## config.mk

```make
export PLATFORM = sky130hd
export DESIGN_NAME = bht_port_scheduler
export DESIGN_NICKNAME = d
export VERILOG_FILES = /design/src/rtl/bht_port_scheduler.sv
export SDC_FILE = /design/constraint.sdc
export NUM_CORES = 1
export LEC_CHECK = 0
export ABC_AREA = 1
export BUFFER_PORTS_ARGS = -buffer_cell sky130_fd_sc_hd__buf_2
export CAP_MARGIN = 20
export CELL_PAD_IN_SITES_DETAIL_PLACEMENT = 1
export CELL_PAD_IN_SITES_GLOBAL_PLACEMENT = 1
export CORE_ASPECT_RATIO = 0.6
export CORE_MARGIN = 2
export CORE_UTILIZATION = 40
export DETAILED_ROUTE_END_ITERATION = 10
export PLACE_DENSITY = 0.82
export SYNTH_ARGS = -nofsm -noshare
export SYNTH_HDL_FRONTEND = slang
export SYNTH_SLANG_ARGS = --single-unit
```

## constraint.sdc

```tcl
create_clock -name clk -period 2.9 [get_ports clk]
set_input_delay 0.725 -clock clk [delete_from_list [all_inputs] [get_ports clk]]
set_output_delay 0.725 -clock clk [all_outputs]
set_load 0.01 [all_outputs]
```

## src/rtl/bht_port_scheduler.sv

```systemverilog
// PHT SRAM port owner for the gshare predictor: post-reset init sweep, lookup/update
// arbitration, and a feedback FIFO drained as 2-cycle saturating read-modify-writes.
module bht_port_scheduler #(
    parameter int unsigned INDEX_BITS = 12,
    parameter int unsigned FIFO_DEPTH = 4,
    parameter logic [1:0]  INIT_VALUE = 2'b01
) (
    input  logic                  clk,
    input  logic                  rst,
    input  logic                  req_valid,
    input  logic [INDEX_BITS-1:0] req_index,
    output logic                  req_ready,
    output logic                  rsp_valid,
    output logic [1:0]            rsp_counter,
    output logic                  rsp_taken,
    input  logic                  fb_valid,
    input  logic [INDEX_BITS-1:0] fb_index,
    input  logic                  fb_outcome,
    output logic                  fb_ready,
    output logic [7:0]            fb_drop_count,
    output logic                  init_done,
    output logic                  mem_en,
    output logic                  mem_we,
    output logic [INDEX_BITS-1:0] mem_addr,
    output logic [1:0]            mem_wdata,
    input  logic [1:0]            mem_rdata
);
    localparam int unsigned PTR_W = (FIFO_DEPTH > 1) ? $clog2(FIFO_DEPTH) : 1;
    localparam int unsigned CNT_W = $clog2(FIFO_DEPTH + 1);

    typedef enum logic [1:0] {ST_INIT, ST_IDLE, ST_UPD_WR} state_e;

    typedef struct packed {
        logic [INDEX_BITS-1:0] index;
        logic                  outcome;
    } fb_entry_t;

    state_e                state_q, state_d;
    logic [INDEX_BITS-1:0] ptr_q, ptr_d;
    fb_entry_t             fifo_q [FIFO_DEPTH];
    logic [PTR_W-1:0]      rd_ptr_q, wr_ptr_q;
    logic [CNT_W-1:0]      count_q;
    logic [7:0]            drop_q;
    logic                  init_done_q;
    logic                  rsp_valid_q;

    fb_entry_t             head;
    logic                  fifo_full, fifo_empty;
    logic                  push, pop, drop, accept;
    logic                  en_c, we_c, rdy_c;
    logic [INDEX_BITS-1:0] addr_c;
    logic [1:0]            wdata_c;

    function automatic logic [1:0] sat2(input logic [1:0] c, input logic up);
        if (up) return (c == 2'b11) ? c : c + 2'b01;
        return (c == 2'b00) ? c : c - 2'b01;
    endfunction

    assign head       = fifo_q[rd_ptr_q];
    assign fifo_full  = (count_q == CNT_W'(FIFO_DEPTH));
    assign fifo_empty = (count_q == '0);
    assign fb_ready   = !fifo_full || pop;
    assign push       = fb_valid && fb_ready;
    assign drop       = fb_valid && !fb_ready;

    // Port arbitration: full FIFO > lookup > opportunistic drain.
    always_comb begin
        state_d = state_q;
        ptr_d   = ptr_q;
        en_c    = 1'b0;
        we_c    = 1'b0;
        addr_c  = '0;
        wdata_c = '0;
        rdy_c   = 1'b0;
        pop     = 1'b0;
        accept  = 1'b0;
        unique case (state_q)
            ST_INIT: begin
                en_c    = 1'b1;
                we_c    = 1'b1;
                addr_c  = ptr_q;
                wdata_c = INIT_VALUE;
                ptr_d   = ptr_q + INDEX_BITS'(1);
                if (&ptr_q) state_d = ST_IDLE;
            end
            ST_IDLE: begin
                if (fifo_full) begin
                    en_c    = 1'b1;
                    addr_c  = head.index;
                    state_d = ST_UPD_WR;
                end else if (req_valid) begin
                    rdy_c  = 1'b1;
                    en_c   = 1'b1;
                    addr_c = req_index;
                    accept = 1'b1;
                end else if (!fifo_empty) begin
                    en_c    = 1'b1;
                    addr_c  = head.index;
                    state_d = ST_UPD_WR;
                end
            end
            ST_UPD_WR: begin
                en_c    = 1'b1;
                we_c    = 1'b1;
                addr_c  = head.index;
                wdata_c = sat2(mem_rdata, head.outcome);
                pop     = 1'b1;
                state_d = ST_IDLE;
            end
            default: state_d = ST_INIT;
        endcase
    end

    // SRAM port must see the address in the same cycle; gated so reset holds it quiet.
    assign mem_en    = en_c && !rst;
    assign mem_we    = we_c && !rst;
    assign mem_addr  = addr_c;
    assign mem_wdata = wdata_c;
    assign req_ready = rdy_c && !rst;

    assign rsp_valid     = rsp_valid_q;
    assign rsp_counter   = rsp_valid_q ? mem_rdata : 2'b00;
    assign rsp_taken     = rsp_counter[1];
    assign init_done     = init_done_q;
    assign fb_drop_count = drop_q;

    always_ff @(posedge clk or posedge rst) begin
        if (rst) begin
            state_q     <= ST_INIT;
            ptr_q       <= '0;
            init_done_q <= 1'b0;
            rsp_valid_q <= 1'b0;
            rd_ptr_q    <= '0;
            wr_ptr_q    <= '0;
            count_q     <= '0;
            drop_q      <= '0;
        end else begin
            state_q     <= state_d;
            ptr_q       <= ptr_d;
            rsp_valid_q <= accept;
            if (state_q == ST_INIT && (&ptr_q)) init_done_q <= 1'b1;
            if (push) wr_ptr_q <= wr_ptr_q + PTR_W'(1);
            if (pop)  rd_ptr_q <= rd_ptr_q + PTR_W'(1);
            count_q <= count_q + CNT_W'(push) - CNT_W'(pop);
            if (drop && drop_q != 8'hFF) drop_q <= drop_q + 8'd1;
        end
    end

    // Payload storage needs no reset; occupancy is tracked by the pointers.
    always_ff @(posedge clk) begin
        if (push) fifo_q[wr_ptr_q] <= '{index: fb_index, outcome: fb_outcome};
    end

endmodule

```

---- Word level (Yosys, flattened, before mapping) ----
Memory sizes are Yosys's and may differ from the RTL's.
Cells that the tools add are included.
storage, ports and cells
  flip-flop bits (word level) ............. 31
  latch bits .............................. 0
  memory bits (writable) .................. 52
  ROM bits ................................ 0
  output and inout bits ................... 31
  word-level logic and storage cells ...... 70
  memories kept ........................... 1
operators by class
  $add $sub $neg .......................... 8
  $mul .................................... 0
  div/mod/pow operators ................... 0
  order comparisons ....................... 0
  equal/unequal tests ..................... 8
  shifts and indexed selects .............. 0
  muxes and demuxes ....................... 28
  bitwise gates (word level) .............. 0
  reductions and logical operators ........ 17
memory list
  name    depth  bits a word  rd ports  clocked after memory_dff  wr ports  line  text
  fifo_q  4      13           1         0                         1         40    fb_entry_t fifo_q [FIFO_DEPTH];
operators by type and width
  operator                                                          count
  12-bit two-way mux                                                3
  12-bit case mux with 3 select lines                               1
  2-bit two-way mux                                                 9
  12-bit by 1-bit adder with 12-bit output (second input constant)  1
  1-bit two-way mux                                                 12
  12-bit AND reduction                                              1
  8-bit by 1-bit adder with 8-bit output (second input constant)    1
  8-bit inequality test (second input constant)                     1
  1-bit logical AND                                                 7
  2-bit by 1-bit adder with 2-bit output (second input constant)    3
  3-bit inequality test (second input constant)                     2
  2-bit case mux with 3 select lines                                1
  2-bit == test (second input constant)                             2
  2-bit zero test                                                   2
  2-bit case mux with 2 select lines                                1
  3-bit by 1-bit adder with 3-bit output                            1
  3-bit == test (second input constant)                             1
  1-bit zero test                                                   3
  3-bit zero test                                                   1
  3-bit AND reduction                                               1
  3-bit by 1-bit subtractor with 3-bit output                       1
  2-bit by 1-bit == test with 1-bit output (second input constant)  1
  2-bit inequality test (second input constant)                     1
  1-bit case mux with 2 select lines                                1
  other kinds (3)                                                   3

---- Logic depth before layout (Yosys ltp) ----
  depth in word-level cells ............... 6
  gate-level depth with buffers ........... 11
  gate-level depth less buffers ........... 11

---- Worst setup path after synthesis ----
Ideal clock, no wire load.
  path type ............................... reg2reg
  start ................................... reg state_q[0]
  end ..................................... reg count_q[2]
  arrival time ............................ 1,990 ps
  data required time ...................... 2,771 ps
  setup slack ............................. 781 ps
  stages on the path, launching flop included .. 11
  buffers on the path ..................... 0
  path through ............................ dfrtp_1 > inv_2 > nand2_4 > nand2_1 > nand2_2 > ha_1 > inv_1 > ha_1 > fa_1 > xnor2_1 > xor2_1
between the ends
  word-level cells in the longest chain between the ends .. 6
ends and longest elaborated chain
  what                                         line  text
  start, declared                              38    state_e state_q, state_d;
  start signal, assigned                       138   state_q <= state_d;
  2-bit == test                                77    unique case (state_q)
  1-bit two-way mux                            77
  1-bit logical OR                             62    assign fb_ready = !fifo_full || pop;
  via fb_ready                                 19    output logic fb_ready,
  1-bit logical AND                            63    assign push = fb_valid && fb_ready;
  3-bit by 1-bit adder with 3-bit output       144   count_q <= count_q + CNT_W'(push) - CNT_W'(pop);
  3-bit by 1-bit subtractor with 3-bit output  144
  end signal, assigned                         144
  end, declared                                42    logic [CNT_W-1:0] count_q;
The timed path passes the listed nets, and every way through them passes these cells.
A chain may end at the register's enable or synchronous reset.

---- Worst setup path in the final report ----
  start ................................... reg count_q[1]
  end ..................................... out mem_addr[4]
between the ends
  word-level cells in the longest chain between the ends .. 5
ends and longest elaborated chain
  what                                   line  text
  3-bit zero test                        61    assign fifo_empty = (count_q == '0);
  12-bit two-way mux                     96    end else if (!fifo_empty) begin
  12-bit two-way mux                     91    end else if (req_valid) begin
  12-bit two-way mux *                   87    if (fifo_full) begin
  12-bit case mux with 3 select lines *  77
  end, declared                          24    output logic [INDEX_BITS-1:0] mem_addr,
Mark *: on every way between the ends. The rest lies on a longest branch, timed or not.

==> flow_summary.toml <==
[timing]
max_freq_mhz = 370
skew_ps = 4.78
max_slew_margin_pct = 55.7
tightest_slew_ps = 664
rsz0062_at_grt = "false"
setup_viol = 0
finalSetupTns_ps = 0
hold_viol = 0
finalCritPeriodShare_pct = 93.3
final_max_slew_viol_count = 0
period_needed_ps = 2700

[detailed_routing]
routed_via_density = 5.05
post-route-drc-count = 0
drtAntennaViolNets = 0
dr_total_vias = 3245
wl_mm = 10.5
drt_iter0_markers = 189
drtPass1Iterations = 4
avgRoutedWirePerCell_um = 16.4

[clocking]
cts.sinks = 83
cts_setup_buffers = 0
clk_latency_ps = 340
cts_hold_buffers = 0
cts_resized = 0
cts_tree = "done"
h-tree-depth = 3
path_clk_slew_ps = 60
cts_buffer_depth = 2
root_buffer = "clkbuf_16"
cts_made_buffers = 9

[floorplanning]
io_pins = 62
dieWidth_um = 134
die_h_um = 81.8
core_area_mm2 = 0.00984
fp-row-count = 28
dieArea_mm2 = 0.0109
initial_core_util_pct = 41.0

[worst_setup_path]
required_ps = 2170
crit_arrival_ps = 1980
r2r-end = "count_q[2]"
crit_slowest_cell = "dfrtp_1"
cpMostUsedCell = "nand2_1"
r2r_cells = 10
cpPeakStageDelay_ps = 410
end_kind = "output port"
rr_startpoint = "state_q[0]"
startpoint_type = "flip-flop"
critPathLaunch = "count_q[1]"
crit_type = "reg2out"
crit_path_end = "mem_addr[4]"
ff2ff_setup_slack_ps = 600
worst-path-max-fanout = 13
crit_chain = "nor2_1, nand2_1, buf_4, nand2_1, nand3_2, nand2_2, nand2_1, nand2_1, buf_2"

[finish]
layout_common_cells = "111 x nand2_1, 61 x buf_2, 55 x inv_1"
final_area_mm2 = 0.00480
post-route-util_pct = 48.8
nNetsFinal = 542
final_common_cell = "nand2_1"
drive_gt1_share_pct = 19.5
synthToLayoutAreaGrowth_pct = 19.1

[logic_synthesis]
ys_types = 31
netlist_area_mm2 = 0.00404
synth_top_cell_by_area = "edfxtp_1"
ys_seq_area_share_pct = 57.9
synth-seq-cells = 83
synth.top_cell.area_share_pct = 38.7
synth_nets = 473
synth_area_leaders = "edfxtp_1 39%, dfrtp_1 19%, nand2_1 10%, inv_1 5.1%, nor2_1 4.4%"
yosys_warnings = 0
synth_cells = 433
syn_avg_cell_area_um2 = 9.32

[pwr]
vdd_drop_max_uv = 428
p_leak_uw = 0.00226
finalPower_uw = 4570
p_per_area_mw_per_mm2 = 952

[place]
portBuffers = 61
place.gp.congestion = 0.812
hpwlAfterDp_mm = 7.75
placed_cell_area_mm2 = 0.00451

[status]
status = "finished, final reports clean"

[hold_path]
whs_path_depth = 2
hp-class = "reg2reg"

[global_route]
grt_first_pass_wirelength_mm = 17.6
grt_max_degree = 28
grt_util_all_layers_pct = 21.5
grt_pass1_vias = 3465
grt_overflow_total = 0
antenna_found_initial = 1

[flow_run]
drv_cap = 0
==> cells by family after synthesis <==
| kind of cell | share of synthesized area [%] |
|---|---|
| AND/OR/NAND/NOR | 21.9 |
| flip-flops | 57.9 |
| buffers and inverters | 7.29 |
| AO/OA/AOI/OAI | 7.13 |
| XOR/XNOR | 2.82 |
| adder cells (fa/ha/maj) | 2.98 |
==> power breakdown <==
group | internal [uW] | switching [uW]
Combinational | 569 | 1150
Sequential | 1560 | 184
Clock | 663 | 450
==> routing by layer <==
layer	global-route usage [%]	up-vias	routed length, um
met5	0	-	0
met4	8.51	0	251
met3	6.05	17	533
met2	35.1	71	4860
met1	27.6	1597	4870
li1	-	1560	-
==> cells in the mapped netlist (all sizes together) <==
master  number
nand2      114
inv         58
edfxtp      52
nor2        52
o21ai       37
dfrtp       31
nand4       18
nand3       13
o22ai       12
buf         11
xor2        10
ha           8
a21oi        4
nor3         3
xnor2        3
clkbuf       2
nand3b       2
a21boi       1
and2         1
fa           1
==> flip-flops by register name (all words and copies together) (netlist names) <==
name	cells
rsp_valid	1
fb_drop_count	8
ptr_q	12
init_done	1
count_q	3
rd_ptr_q	2
state_q	2
wr_ptr_q	2
fifo_q	52
==> cell type report <==
type	count	area [um^2]
Antenna cell	1	2.50
Clock buffer	9	225
Clock inverter	7	68.8
Fill cell	1156	5040
Inverter	58	218
Multi-Input combinational cell	279	1400
Sequential cell	83	2340
Tap cell	135	169
Timing Repair Buffer	71	380
==> metrics by stage <==
| step | setup slack [ps] | cells | hold WS (ps) |
|---|---|---|---|
| finish | 196 | 643 | 468 |
| global route | 36.1 | 642 | 532 |
| CTS | 191 | 642 | 477 |
| detailed placement | 439 | 626 | 461 |
| global placement | 524 | 626 | 453 |
| floorplan | 781 | 433 | 463 |
==> worst min path at each step <==
stage,slack (ps),start,end
after floorplan,460,ptr_q[6],ptr_q[6]
after global placement,450,init_done,init_done
after detailed placement,460,init_done,init_done
after CTS,480,init_done,init_done
after global routing,530,ptr_q[6],ptr_q[6]
final,470,init_done,init_done
==> worst max-delay path: cells and delay by family, from the launching register on <==
kind	cells	cell delay (ps)
flip-flops	1	410
AND/OR/NAND/NOR	7	890
buffers and inverters	2	320
Power figures use the tool's default switching activity.
